### src/rtl/pe_mac.sv
// pe_mac: signed multiply-accumulate processing element.
// Each accepted beat picks one of three feature sources (or zero), multiplies
// it by a signed weight and folds the product into a window of TAPS products.
// One result per window is presented on acc_out with a one-cycle out_valid.
// Build option: define PE_SAT_EN to saturate the accumulator and report
// clamping on ovf; without it the accumulator wraps and ovf stays 0.
module pe_mac #(
  parameter int DW   = 8,
  parameter int WW   = 8,
  parameter int AW   = 20,
  parameter int TAPS = 9
) (
  input  logic          clk,
  input  logic          rst,
  input  logic          en,
  input  logic          clear,
  input  logic          in_valid,
  input  logic [1:0]    control,
  input  logic [DW-1:0] fi,
  input  logic [DW-1:0] fot,
  input  logic [DW-1:0] frv,
  input  logic [WW-1:0] wi,
  output logic [AW-1:0] acc_out,
  output logic          out_valid,
  output logic          ovf
);

  localparam int PW = DW + WW;
  localparam int SW = AW + 1;
  localparam int CW = (TAPS > 1) ? $clog2(TAPS) : 1;
  localparam logic [CW-1:0] LAST_TAP = CW'(TAPS - 1);

  logic [CW-1:0] tapCnt_q, tapCnt_d;
  logic          accept, firstTap, lastTap;
  logic [DW-1:0] featSel;

  logic [DW-1:0] feat_q;
  logic [WW-1:0] wt_q;
  logic          v1_q, first1_q, last1_q;

  logic [PW-1:0] featExt, wtExt, prod_d;
  logic [PW-1:0] prod_q;
  logic          v2_q, first2_q, last2_q;

  logic [AW-1:0] acc_q, acc_d;
  logic          v3_q, last3_q;

  logic [AW-1:0] accOut_q;
  logic          outValid_q;

  assign accept   = in_valid & en & ~clear;
  assign firstTap = (tapCnt_q == '0);
  assign lastTap  = (tapCnt_q == LAST_TAP);

  // Route the selected feature source; select 0 still occupies a tap as a zero.
  always_comb begin
    featSel = '0;
    case (control)
      2'd1:    featSel = fi;
      2'd2:    featSel = fot;
      2'd3:    featSel = frv;
      default: featSel = '0;
    endcase
  end

  // Advance the tap position on every accepted beat, wrapping after the last tap.
  always_comb begin
    tapCnt_d = tapCnt_q;
    if (accept) begin
      tapCnt_d = lastTap ? '0 : tapCnt_q + 1'b1;
    end
  end

  // Stage 1: capture the beat together with its window position flags.
  always_ff @(posedge clk or negedge rst) begin
    if (!rst) begin
      tapCnt_q <= '0;
      feat_q   <= '0;
      wt_q     <= '0;
      v1_q     <= 1'b0;
      first1_q <= 1'b0;
      last1_q  <= 1'b0;
    end else if (clear) begin
      tapCnt_q <= '0;
      v1_q     <= 1'b0;
    end else if (en) begin
      tapCnt_q <= tapCnt_d;
      v1_q     <= in_valid;
      feat_q   <= featSel;
      wt_q     <= wi;
      first1_q <= firstTap;
      last1_q  <= lastTap;
    end
  end

  // Both operands are sign-extended to the product width so the low PW bits
  // of the multiply are the exact signed product.
  assign featExt = PW'($signed(feat_q));
  assign wtExt   = PW'($signed(wt_q));
  assign prod_d  = featExt * wtExt;

  // Stage 2: register the full-precision product.
  always_ff @(posedge clk or negedge rst) begin
    if (!rst) begin
      prod_q   <= '0;
      v2_q     <= 1'b0;
      first2_q <= 1'b0;
      last2_q  <= 1'b0;
    end else if (clear) begin
      v2_q <= 1'b0;
    end else if (en) begin
      prod_q   <= prod_d;
      v2_q     <= v1_q;
      first2_q <= first1_q;
      last2_q  <= last1_q;
    end
  end

`ifdef PE_SAT_EN
  logic [SW-1:0] prodExt, accExt, sumFull;
  logic          clampHi, clampLo;
  logic          sticky_q, sticky_d;
  logic          ovf_q;

  // One guard bit above the accumulator exposes any excursion out of range,
  // which is then clamped to the nearest representable extreme.
  always_comb begin
    prodExt  = SW'($signed(prod_q));
    accExt   = SW'($signed(acc_q));
    sumFull  = first2_q ? prodExt : accExt + prodExt;
    clampHi  = ~sumFull[AW] & sumFull[AW-1];
    clampLo  = sumFull[AW] & ~sumFull[AW-1];
    acc_d    = sumFull[AW-1:0];
    if (clampHi) begin
      acc_d = {1'b0, {(AW-1){1'b1}}};
    end else if (clampLo) begin
      acc_d = {1'b1, {(AW-1){1'b0}}};
    end
    sticky_d = (first2_q ? 1'b0 : sticky_q) | clampHi | clampLo;
  end

  // Remember whether any accumulation in the current window was clamped.
  always_ff @(posedge clk or negedge rst) begin
    if (!rst) begin
      sticky_q <= 1'b0;
    end else if (clear) begin
      sticky_q <= 1'b0;
    end else if (en && v2_q) begin
      sticky_q <= sticky_d;
    end
  end

  // Publish the window's overflow status alongside its result.
  always_ff @(posedge clk or negedge rst) begin
    if (!rst) begin
      ovf_q <= 1'b0;
    end else if (!clear && en && v3_q && last3_q) begin
      ovf_q <= sticky_q;
    end
  end

  assign ovf = ovf_q;
`else
  logic [AW-1:0] prodExtW;

  // Without saturation the accumulator simply wraps modulo 2^AW.
  always_comb begin
    prodExtW = AW'($signed(prod_q));
    acc_d    = first2_q ? prodExtW : acc_q + prodExtW;
  end

  assign ovf = 1'b0;
`endif

  // Stage 3: accumulate; the first tap of a window reloads instead of adding.
  always_ff @(posedge clk or negedge rst) begin
    if (!rst) begin
      acc_q   <= '0;
      v3_q    <= 1'b0;
      last3_q <= 1'b0;
    end else if (clear) begin
      acc_q   <= '0;
      v3_q    <= 1'b0;
      last3_q <= 1'b0;
    end else if (en) begin
      v3_q    <= v2_q;
      last3_q <= last2_q;
      if (v2_q) begin
        acc_q <= acc_d;
      end
    end
  end

  // Present the completed window sum for one enabled cycle; a flush keeps the
  // last published value visible.
  always_ff @(posedge clk or negedge rst) begin
    if (!rst) begin
      accOut_q   <= '0;
      outValid_q <= 1'b0;
    end else if (clear) begin
      outValid_q <= 1'b0;
    end else if (en) begin
      outValid_q <= v3_q & last3_q;
      if (v3_q && last3_q) begin
        accOut_q <= acc_q;
      end
    end
  end

  assign acc_out   = accOut_q;
  assign out_valid = outValid_q;

endmodule

### config.mk
export PLATFORM = sky130hd
export DESIGN_NAME = pe_mac
export DESIGN_NICKNAME = d
export VERILOG_FILES = /design/src/rtl/pe_mac.sv
export SDC_FILE = /design/constraint.sdc
export NUM_CORES = 1
export LEC_CHECK = 0
export ABC_AREA = 1
export CAP_MARGIN = 30
export CORE_UTILIZATION = 60
export DETAILED_ROUTE_END_ITERATION = 8
export PLACE_DENSITY_LB_ADDON = 0.08
export SETUP_SLACK_MARGIN = 0.05
export SYNTH_ARGS = -nofsm -noshare
export SYNTH_HDL_FRONTEND = slang
export SYNTH_SLANG_ARGS = --single-unit
### constraint.sdc
create_clock -name clk -period 9.07 [get_ports clk]
set_input_delay 1.814 -clock clk [delete_from_list [all_inputs] [get_ports clk]]
set_output_delay 1.814 -clock clk [all_outputs]
set_load 0.01 [all_outputs]
==> impl_metrics.json <==
{
  "max_slew_margin": 0.5145,
  "routabilityCongestion": 0.8912,
  "dr_total_vias": 6164,
  "slowest_delay_ns": 0.56,
  "final_nets": 1168,
  "synth_cells": 983,
  "ant_nets": 0,
  "die_w_um": 112.7,
  "arrival_ns": 4.67,
  "synth_area_leaders": "dfrtp_1 (29%), fa_1 (15%), nand2_1 (14%)",
  "layout_commonest_cell": "nand2_1",
  "max-vdd-ir-drop_mv": 0.1381,
  "viasPerCell": 5.246,
  "place.port_buffers": 59,
  "p_leak_nw": 4.638,
  "ff2ff_setup_slack_ns": 4.61,
  "syn_area_mm2": 0.007356,
  "drive_gt1_frac": 0.03113,
  "stdcell_area_mm2": 0.008341,
  "drt-met1-wl_mm": 7.177,
  "cts_sinks": 85,
  "worstPathRequired_ns": 9.28,
  "die_h_um": 112.7,
  "setup-violations-final": 0,
  "post_dp_cell_area_mm2": 0.008041,
  "firstDrtPassIters": 5,
  "wl_per_cell_um": 13.81,
  "n_antenna_cell": 0,
  "clkLatencyLatePin_ns": 0.35,
  "grt_max_degree": 59,
  "grt-ovfl-total": 0,
  "tns_ns": 0,
  "syn-mean-instance-area_um2": 7.483,
  "drt_iter0_markers": 347,
  "hold_buffers": 0,
  "crit_path_end_kind": "register",
  "worst-path-stages": 18,
  "grt_pass1_vias": 6238,
  "r2r_cells": 18,
  "fp-row-count": 40,
  "cp-endpoint": "prod_q[14]",
  "fin_util": 0.6973,
  "drc": 0,
  "drt_wl_total_mm": 16.23,
  "r2r_end": "prod_q[14]",
  "rsz0062_at_grt": "no",
  "final.fill_count": 1020,
  "ys_types": 37,
  "cts_setup_buffers": 0,
  "totalPowerFinal_mw": 1.740,
  "worstSetupPathType": "register to register",
  "cts_tree": "built",
  "area_growth_pct": 13.39,
  "die_area_mm2": 0.01271,
  "critical_path_buf_inv_count": 5,
  "cts_made_buffers": 9,
  "period_share": 0.4916,
  "core_mm2": 0.01196,
  "start_util": 0.6150,
  "ys_seq_area_frac": 0.2892,
  "syn_nets": 1128,
  "critPathLaunchType": "register",
  "slew_viol_final": 0,
  "top_layer_used": "met4",
  "path_common_cell": "inv_1",
  "hpwl_mm": 12.52,
  "outcome": "complete, no violations",
  "num_io_pins": 61,
  "h-tree-depth": 3,
  "slowest_stage": "fa_1",
  "r2r_start": "wt_q[2]",
  "yosysTopAreaCell": "dfrtp_1",
  "yosysWarnings": 0,
  "skew_ns": 0.005519,
  "maxCapViolCount": 0,
  "grt_usage": 0.2848,
  "crit_fanout": 9,
  "grt_pass1_wl_mm": 28.48,
  "p_per_area_mw_per_mm2": 208.6,
  "yosysTopAreaCellShare": 0.2892,
  "tightest_slew_ns": 0.7274,
  "wl_met3_um": 661,
  "fmax_ghz": 0.2243,
  "clkSlewWorstSetupHoldPaths_ns": 0.07,
  "cts-root-buf": "clkbuf_16",
  "synth_seq_cells": 85,
  "crit_family": "adder cells",
  "post_cts_resized": 0,
  "path_cells": "nand2_1, inv_1, fa_1, inv_1, fa_1, inv_1, fa_1, inv_1, fa_1, inv_1, ha_1, nand2_1, nor3_1, nand3_1, nand3_1, nand2_1, nand3_1, o21ai_0",
  "hold_viol_final": 0,
  "min_period_ns": 4.459,
  "multi_input_area_mm2": 0.004342,
  "hold_class": "register to register",
  "final_cell_mix": "nand2_1 (276), inv_1 (201), dfrtp_1 (85)",
  "crit_path_start": "wt_q[2]",
  "antenna_found_initial": 0,
  "seqCellArea_mm2": 0.002127,
  "wl_met2_mm": 8.021,
  "cts_buffer_depth": 2
}
## flip-flops by register name (all words and copies together), names as in the netlist
signal / count
acc_q: 20
acc_out: 20
first1_q: 1
v3_q: 1
last3_q: 1
v1_q: 1
last1_q: 1
wt_q: 8
first2_q: 1
last2_q: 1
v2_q: 1
feat_q: 8
out_valid: 1
tapCnt_q: 4
prod_q: 16
## layout make-up
class / count / share of cell area
multi-input cells: 664 / 0.5206
flip-flops and latches: 85 / 0.2550
inverters: 202 / 0.09091
repair buffers: 61 / 0.07561
clock buffers: 10 / 0.02745
well taps: 147 / 0.02205
clock inverters: 6 / 0.008401
## logic make-up (layout without fill, tap and decap cells)
family	count (synthesis)	after routing	synth area share
and+or+nand+nor	406	406	0.2262
adders and majority gates	106	106	0.2375
AOI/OAI and AO/OA	124	124	0.08998
other	1	1	0.0005098
buffers and inverters	234	279	0.1206
muxes	7	7	0.01225
xor gates and xnor gates	20	20	0.02381
DFF	85	85	0.2892
## worst reg2reg max path: cells and delay by family, from the launching register on
family,cells,cell delay (ns)
DFF,1,0.48
AOI/OAI and AO/OA,1,0.08
and+or+nand+nor,7,0.86
adders and majority gates,5,2.52
buffers and inverters,5,0.39
## power breakdown
part | internal (mW) | switching [mW]
clock network | 0.216 | 0.165
registers | 0.425 | 0.0640
logic | 0.333 | 0.538
## cells in the mapped netlist
cell and number:
a21boi_1 1, a21o_1 3, a21oi_1 38, a21oi_2 1, a31oi_1 2, and2_1 2
buf_1 4, buf_2 4, buf_4 1, clkbuf_1 23, conb_1 1, dfrtp_1 85
fa_1 56, ha_1 50, inv_1 201, inv_2 1, mux2_2 4, mux2_4 3
nand2_1 276, nand2_2 1, nand3_1 51, nand3_4 1, nand3b_1 1, nand4_1 10
nor2_1 56, nor2_8 1, nor3_1 6, o211ai_1 1, o21ai_0 69, o21ai_2 1
o21bai_1 4, o22ai_1 2, o31ai_1 1, o32ai_1 1, or2_2 1, xnor2_1 7
xor2_1 13
## stage by stage
| step | worst slack, ns | hold WS, ns | instances |
|---|---|---|---|
| floorplan | 4.898 | 0.4534 | 983 |
| global placement | 4.749 | 0.4640 | 1157 |
| detailed placement | 4.632 | 0.4717 | 1159 |
| CTS | 4.604 | 0.4878 | 1175 |
| global route | 4.242 | 0.5059 | 1175 |
| finish | 4.611 | 0.4823 | 1175 |
## routing by layer
| metal | GRT usage | vias up |
|---|---|---|
| li1 | - | 3090 |
| met4 | 0.09244 | 0 |
| met1 | 0.3601 | 2894 |
| met5 | 0 | - |
| met2 | 0.4934 | 147 |
| met3 | 0.05570 | 33 |
## worst min path at each step
stage,start,to,cells past startpoint
final,acc_out[10],acc_out[10],2
after global routing,acc_out[10],acc_out[10],2
after CTS,acc_out[10],acc_out[10],2
after detailed placement,acc_out[10],acc_out[10],2
after global placement,acc_out[3],acc_out[3],2
after floorplan,first1_q,first1_q,2
Power figures use the tool's default switching activity.
